**config.mk**
```make
export PLATFORM = sky130hd
export DESIGN_NAME = spi_cmd_sequencer
export DESIGN_NICKNAME = d
export VERILOG_FILES = /design/src/rtl/spi_cmd_sequencer.sv
export SDC_FILE = /design/constraint.sdc
export NUM_CORES = 1
export LEC_CHECK = 0
export BUFFER_PORTS_ARGS = -buffer_cell sky130_fd_sc_hd__buf_2
export CORE_UTILIZATION = 50
export DETAILED_ROUTE_END_ITERATION = 10
export MAX_ROUTING_LAYER = met4
export PLACE_DENSITY_LB_ADDON = 0.3
export SLEW_MARGIN = 20
export SYNTH_ARGS = -nofsm -noshare
export SYNTH_HDL_FRONTEND = slang
export SYNTH_SLANG_ARGS = --single-unit
```
**constraint.sdc**
```tcl
create_clock -name clock -period 4.77 [get_ports clock]
set_input_delay 0.477 -clock clock [delete_from_list [all_inputs] [get_ports clock]]
set_output_delay 0.477 -clock clock [all_outputs]
set_load 0.05 [all_outputs]
```
**src/rtl/spi_cmd_sequencer.sv**
```systemverilog
// spi_cmd_sequencer: queues register read/write commands in a small FIFO and
// plays them one at a time into a level-triggered SPI master, returning one
// response per command.
// Optional watchdog: define SPI_SEQ_TIMEOUT_EN to abort commands whose done
// handshake never completes; without it err is tied low and no counter exists.
//
// Handshake: a command transfers on the rising clock edge where cmd_valid and
// cmd_ready are both high; cmd_valid while cmd_ready is low is ignored.
// rsp_valid is a one-cycle pulse with no backpressure.
module spi_cmd_sequencer #(
  parameter int          FIFO_DEPTH  = 4,
  parameter int          START_HOLD  = 4,
  parameter logic [15:0] TIMEOUT_CYC = 16'd40000
) (
  input  logic       clock,
  input  logic       n_reset,
  input  logic       cmd_valid,
  output logic       cmd_ready,
  input  logic       cmd_rw,
  input  logic [7:0] cmd_addr,
  input  logic [7:0] cmd_wdata,
  output logic       start_wr,
  output logic       start_re,
  output logic [7:0] addr,
  output logic [7:0] wdata,
  input  logic       done,
  input  logic [7:0] rdata,
  output logic       rsp_valid,
  output logic       rsp_rw,
  output logic [7:0] rsp_addr,
  output logic [7:0] rsp_data,
  output logic       busy,
  output logic       err,
  output logic [2:0] dbg_state
);

  localparam int PW = $clog2(FIFO_DEPTH);
  localparam int CW = PW + 1;
  localparam logic [3:0]    HOLD = 4'(START_HOLD);
  localparam logic [CW-1:0] FULL = CW'(FIFO_DEPTH);

  typedef enum logic [2:0] {
    IDLE      = 3'd0,
    ISSUE     = 3'd1,
    WAIT_CLR  = 3'd2,
    WAIT_DONE = 3'd3,
    RESP      = 3'd4
  } state_e;

  state_e state_q, state_d;

  // FIFO storage: {rw, addr, wdata}
  logic [16:0]   mem_q [FIFO_DEPTH];
  logic [PW-1:0] wr_ptr_q, rd_ptr_q;
  logic [CW-1:0] count_q, count_d;
  logic          ready_q, ready_d;
  logic          push, pop;
  logic [16:0]   head;

  logic [3:0] hold_q, hold_d;
  logic       clr_q, clr_d;
  logic       start_wr_q, start_wr_d, start_re_q, start_re_d;
  logic [7:0] addr_q, addr_d, wdata_q, wdata_d;
  logic       rsp_valid_q, rsp_valid_d, rsp_rw_q, rsp_rw_d;
  logic [7:0] rsp_addr_q, rsp_addr_d, rsp_data_q, rsp_data_d;
  logic       busy_q, busy_d;

`ifdef SPI_SEQ_TIMEOUT_EN
  logic [15:0] to_q, to_d;
  logic        err_q, err_d;
`else
  logic        unused_timeout;
  assign unused_timeout = ^TIMEOUT_CYC;
`endif

  assign push = cmd_valid & ready_q;
  assign head = mem_q[rd_ptr_q];

  // FIFO payload write; contents need no reset since occupancy gates reads
  always_ff @(posedge clock) begin
    if (push) mem_q[wr_ptr_q] <= {cmd_rw, cmd_addr, cmd_wdata};
  end

  // Occupancy bookkeeping; simultaneous push and pop cancel out
  always_comb begin
    count_d = count_q;
    case ({push, pop})
      2'b10:   count_d = count_q + 1'b1;
      2'b01:   count_d = count_q - 1'b1;
      default: count_d = count_q;
    endcase
    ready_d = (count_d != FULL);
  end

  // Sequencer next state and registered outputs
  always_comb begin
    state_d     = state_q;
    pop         = 1'b0;
    hold_d      = hold_q;
    clr_d       = clr_q;
    start_wr_d  = 1'b0;
    start_re_d  = 1'b0;
    addr_d      = addr_q;
    wdata_d     = wdata_q;
    rsp_valid_d = 1'b0;
    rsp_rw_d    = rsp_rw_q;
    rsp_addr_d  = rsp_addr_q;
    rsp_data_d  = rsp_data_q;
`ifdef SPI_SEQ_TIMEOUT_EN
    to_d        = to_q;
    err_d       = 1'b0;
`endif
    case (state_q)
      IDLE: begin
        if (count_q != '0) begin
          pop        = 1'b1;
          rsp_rw_d   = head[16];
          addr_d     = head[15:8];
          wdata_d    = head[7:0];
          rsp_addr_d = head[15:8];
          rsp_data_d = head[7:0];
          hold_d     = '0;
          clr_d      = 1'b0;
          state_d    = ISSUE;
        end
      end
      ISSUE: begin
        // A low done seen while the trigger is still held already counts
        clr_d = clr_q | ~done;
        if (hold_q != HOLD) begin
          hold_d     = hold_q + 4'd1;
          start_wr_d = rsp_rw_q;
          start_re_d = ~rsp_rw_q;
        end else begin
          state_d = WAIT_CLR;
        end
`ifdef SPI_SEQ_TIMEOUT_EN
        to_d = '0;
`endif
      end
      WAIT_CLR: begin
        if (clr_q || !done) state_d = WAIT_DONE;
      end
      WAIT_DONE: begin
        if (done) begin
          if (!rsp_rw_q) rsp_data_d = rdata;
          rsp_valid_d = 1'b1;
          state_d     = RESP;
        end
      end
      RESP: begin
        state_d = IDLE;
      end
      default: state_d = IDLE;
    endcase
`ifdef SPI_SEQ_TIMEOUT_EN
    // Watchdog overrides a completion landing on the same cycle
    if (state_q == WAIT_CLR || state_q == WAIT_DONE) begin
      to_d = to_q + 16'd1;
      if (to_d == TIMEOUT_CYC) begin
        err_d       = 1'b1;
        rsp_valid_d = 1'b0;
        rsp_data_d  = rsp_data_q;
        state_d     = IDLE;
      end
    end
`endif
    busy_d = (state_d != IDLE) || (count_d != '0);
  end

  // State, FIFO pointers and output registers
  always_ff @(posedge clock or negedge n_reset) begin
    if (!n_reset) begin
      state_q     <= IDLE;
      wr_ptr_q    <= '0;
      rd_ptr_q    <= '0;
      count_q     <= '0;
      ready_q     <= 1'b1;
      hold_q      <= '0;
      clr_q       <= 1'b0;
      start_wr_q  <= 1'b0;
      start_re_q  <= 1'b0;
      addr_q      <= '0;
      wdata_q     <= '0;
      rsp_valid_q <= 1'b0;
      rsp_rw_q    <= 1'b0;
      rsp_addr_q  <= '0;
      rsp_data_q  <= '0;
      busy_q      <= 1'b0;
    end else begin
      state_q     <= state_d;
      if (push) wr_ptr_q <= wr_ptr_q + 1'b1;
      if (pop)  rd_ptr_q <= rd_ptr_q + 1'b1;
      count_q     <= count_d;
      ready_q     <= ready_d;
      hold_q      <= hold_d;
      clr_q       <= clr_d;
      start_wr_q  <= start_wr_d;
      start_re_q  <= start_re_d;
      addr_q      <= addr_d;
      wdata_q     <= wdata_d;
      rsp_valid_q <= rsp_valid_d;
      rsp_rw_q    <= rsp_rw_d;
      rsp_addr_q  <= rsp_addr_d;
      rsp_data_q  <= rsp_data_d;
      busy_q      <= busy_d;
    end
  end

`ifdef SPI_SEQ_TIMEOUT_EN
  // Watchdog counter and error pulse
  always_ff @(posedge clock or negedge n_reset) begin
    if (!n_reset) begin
      to_q  <= '0;
      err_q <= 1'b0;
    end else begin
      to_q  <= to_d;
      err_q <= err_d;
    end
  end
  assign err = err_q;
`else
  assign err = 1'b0;
`endif

  assign cmd_ready = ready_q;
  assign start_wr  = start_wr_q;
  assign start_re  = start_re_q;
  assign addr      = addr_q;
  assign wdata     = wdata_q;
  assign rsp_valid = rsp_valid_q;
  assign rsp_rw    = rsp_rw_q;
  assign rsp_addr  = rsp_addr_q;
  assign rsp_data  = rsp_data_q;
  assign busy      = busy_q;
  assign dbg_state = state_q;

endmodule

```
==> metrics.md <==
| Metric | Value |
|---|---|
| I/O pin count | 71 |
| Synthesized flop and latch total | 113 |
| Final Hold Viols | 44 |
| Initial Utilization | 51.7% |
| Antenna violations before repair | 0 |
| Largest stage delay, worst path | 630 ps |
| Post-route DRC | 0 |
| Crit Path Class | flip-flop to flip-flop |
| CTS Root Cell | clkbuf_8 |
| CTS max path bufs | 2 |
| Worst reg2reg endpoint | busy$_DFF_PN0_ |
| Largest net degree at the start of global routing | 46 |
| Crit. Startpoint | dbg_state[2]$_DFF_PN0_ |
| Synth Flop Type | edfxtp_1 |
| GRT Overall Usage | 19.4% |
| GP Congestion | 0.740 |
| Mapped Cells | 258 |
| Final Max Slew Viols | 0 |
| Die H | 97.0 um |
| Final setup violating endpoints | 0 |
| Peak Freq | 293 MHz |
| Worst-Skew Late Latency | 510 ps |
| Post-Syn Area | 4510 um^2 |
| Dpl hpwl | 4980 um |
| Layout cells sized above 1 | 42.2% |
| Post-CTS resize count | 0 |
| Post-DR vias/cell | 5.32 |
| DR iter-0 viols | 108 |
| Area growth, synth to finish | 21.7% |
| Final wirelength | 8140 um |
| Number of global-route vias before repair | 2499 |
| Vias | 2405 |
| Reg clk slew, reported paths | 50 ps |
| FF-to-FF path depth | 8 |
| Routed len/inst | 18.0 um |
| Nets | 368 |
| Antenna cells | 0 |
| Total gr overflow | 0 |
| Req. time, crit path | 5150 ps |
| Share of the synthesized area in the top cell type | 45.3% |
| Worst hold slack | -21.8 ps |
| Fraction of registers with async set/reset | 39.8% |
| CTS buffer count | 17 |
| Commonest cells post-synth | edfxtp_1 (68), dfrtp_1 (44), mux2_2 (19), mux4_2 (17), nand2_1 (16) |
| Buffers on Ports | 69 |
| Failing checks | negative hold slack |
| EDFF count, synth | 68 |
| Clock Sinks | 113 |
| Die width | 97.0 um |
| Synth cell types | 35 |
| CP Capture Type | flip-flop |
| Synth top area cells | edfxtp_1 (45%), dfrtp_1 (24%), mux4_2 (8.5%), mux2_2 (4.7%), ha_1 (1.9%) |
| Worst slew pin tran | 973 ps |
| Number of max-cap violations | 0 |
| Mean Syn Cell Area | 17.5 um^2 |
| Final min period | 3410 ps |
| DRT Pass-1 Iters | 4 |
| Synth area leader | edfxtp_1 |
| First-pass GRT wire length | 13000 um |
| Placeable Area | 8720 um^2 |
| TNS Setup | 0 ps |
| Count leader, synth | edfxtp_1 |
| Final Cycle Share | 71.5% |
| R2R Setup Slk | 1360 ps |
| Worst setup SP type | flip-flop |
| Std-Cell Rows | 34 |
| Die area | 9400 um^2 |
| Sequential fraction of the synthesis area | 70.3% |
| Post-route ant nets | 0 |
| TritonCTS clock tree | built |
| Mapped Nets | 295 |
| Class of the worst hold path | input pin to async pin |
| Reg-to-Reg Start | dbg_state[2]$_DFF_PN0_ |
| Crit-path slowest cell | nor2_4 |
| Worst EP arrival | 3790 ps |
| Max-slew headroom | 35.1% |
| Crit path cell chain | or3_2 -> nor2_4 -> ha_1 -> fa_1 -> mux2_2 -> nor2_1 -> nand2_1 -> or4_1 |
| Status | finished with violations |
| RSZ-0062 raised after global routing | false |
| Setup bufs post-CTS | 0 |
| Hold buffers post-CTS | 0 |
| Skew final | 6.02 ps |
| H-tree levels | 4 |
| Crit path max fanout | 26 |
| Yosys warning total | 0 |
-- worst max path at each step --
stage	endpoint	slack, ps	cells past startpoint
detailed placement	busy$_DFF_PN0_	1380	8
floorplan	busy$_DFF_PN0_	1660	9
finish	busy$_DFF_PN0_	1360	8
global route	busy$_DFF_PN0_	1210	8
global placement	busy$_DFF_PN0_	1470	8
CTS	busy$_DFF_PN0_	1370	8
-- logic make-up after synthesis --
group / count (synthesis) / share of synthesized area, %
compound gates: 24 / 3.91
xor+xnor: 8 / 1.55
fa+ha+maj: 8 / 2.39
buf+inv: 26 / 3.16
flops: 113 / 70.3
mux: 36 / 13.2
other cells: 1 / 0.0832
simple gates: 42 / 5.36
-- layout make-up --
| type | count | area, um^2 |
|---|---|---|
| fill | 635 | 3230 |
| sequential | 113 | 3170 |
| multi-input combinational | 119 | 1200 |
| clock buffer | 21 | 459 |
| timing repair buffer | 70 | 355 |
| clock inverter | 11 | 135 |
| tap | 108 | 135 |
| inverter | 10 | 37.5 |
-- per-layer routing --
metal | wire length (um) | GRT usage [%] | vias to the layer above | part of all wire, %
li1 | - | - | 1117 | -
met1 | 3390 | 22.9 | 1194 | 42
met2 | 4170 | 30.7 | 78 | 51
met3 | 406 | 5.85 | 16 | 5.0
met4 | 178 | 9.53 | 0 | 2.2
met5 | 0 | - | - | 0
-- worst max-delay path: cells and delay by family (launching register included) --
kind	cells	cell delay, ps
multiplexers	1	280
AND/OR/NAND/NOR	5	1800
flip-flops	1	430
adder cells (fa/ha/maj)	2	780
-- registers in the layout, summed over array words and instances (netlist names), 2 cells and up --
| register | cells |
|---|---|
| count_q | 3 |
| dbg_state | 3 |
| hold_q | 4 |
| mem_q | 68 |
| rd_ptr_q | 2 |
| rsp_addr | 8 |
| rsp_data | 8 |
| wdata | 8 |
| wr_ptr_q | 2 |
-- per-stage QoR --
| stage | instance area, um^2 | hold slack [ps] | setup WS (ps) | instances | utilization [%] |
|---|---|---|---|---|---|
| floorplan | 4510 | 181 | 1660 | 258 | - |
| global placement | 4890 | 482 | 1470 | 420 | 56.1 |
| detailed placement | 4890 | 489 | 1380 | 420 | 56.1 |
| CTS | 5490 | 159 | 1370 | 452 | 62.9 |
| global route | 5490 | 9.68 | 1210 | 452 | 62.9 |
| finish | 5490 | -21.8 | 1360 | 452 | 62.9 |
-- cell usage in the layout (no fill, tap or decap), drive strengths merged, types with 2 or more instances in the layout --
cell and n:
nand3 3, inv 10, clkinvlp 2, and3 5, clkinv 6, ha 7, dfrtp 44, xor2 4
a2bb2oi 10, clkbuf 21, mux4 17, nor2 10, edfxtp 68, xnor2 4, bufinv 3, buf 70
nand2 16, a21oi 9, o21ai 2, mux2 19
Power is left out: the tool's default activity adds up to more than one toggle a clock period on the data nets, which glitch-free logic cannot reach.
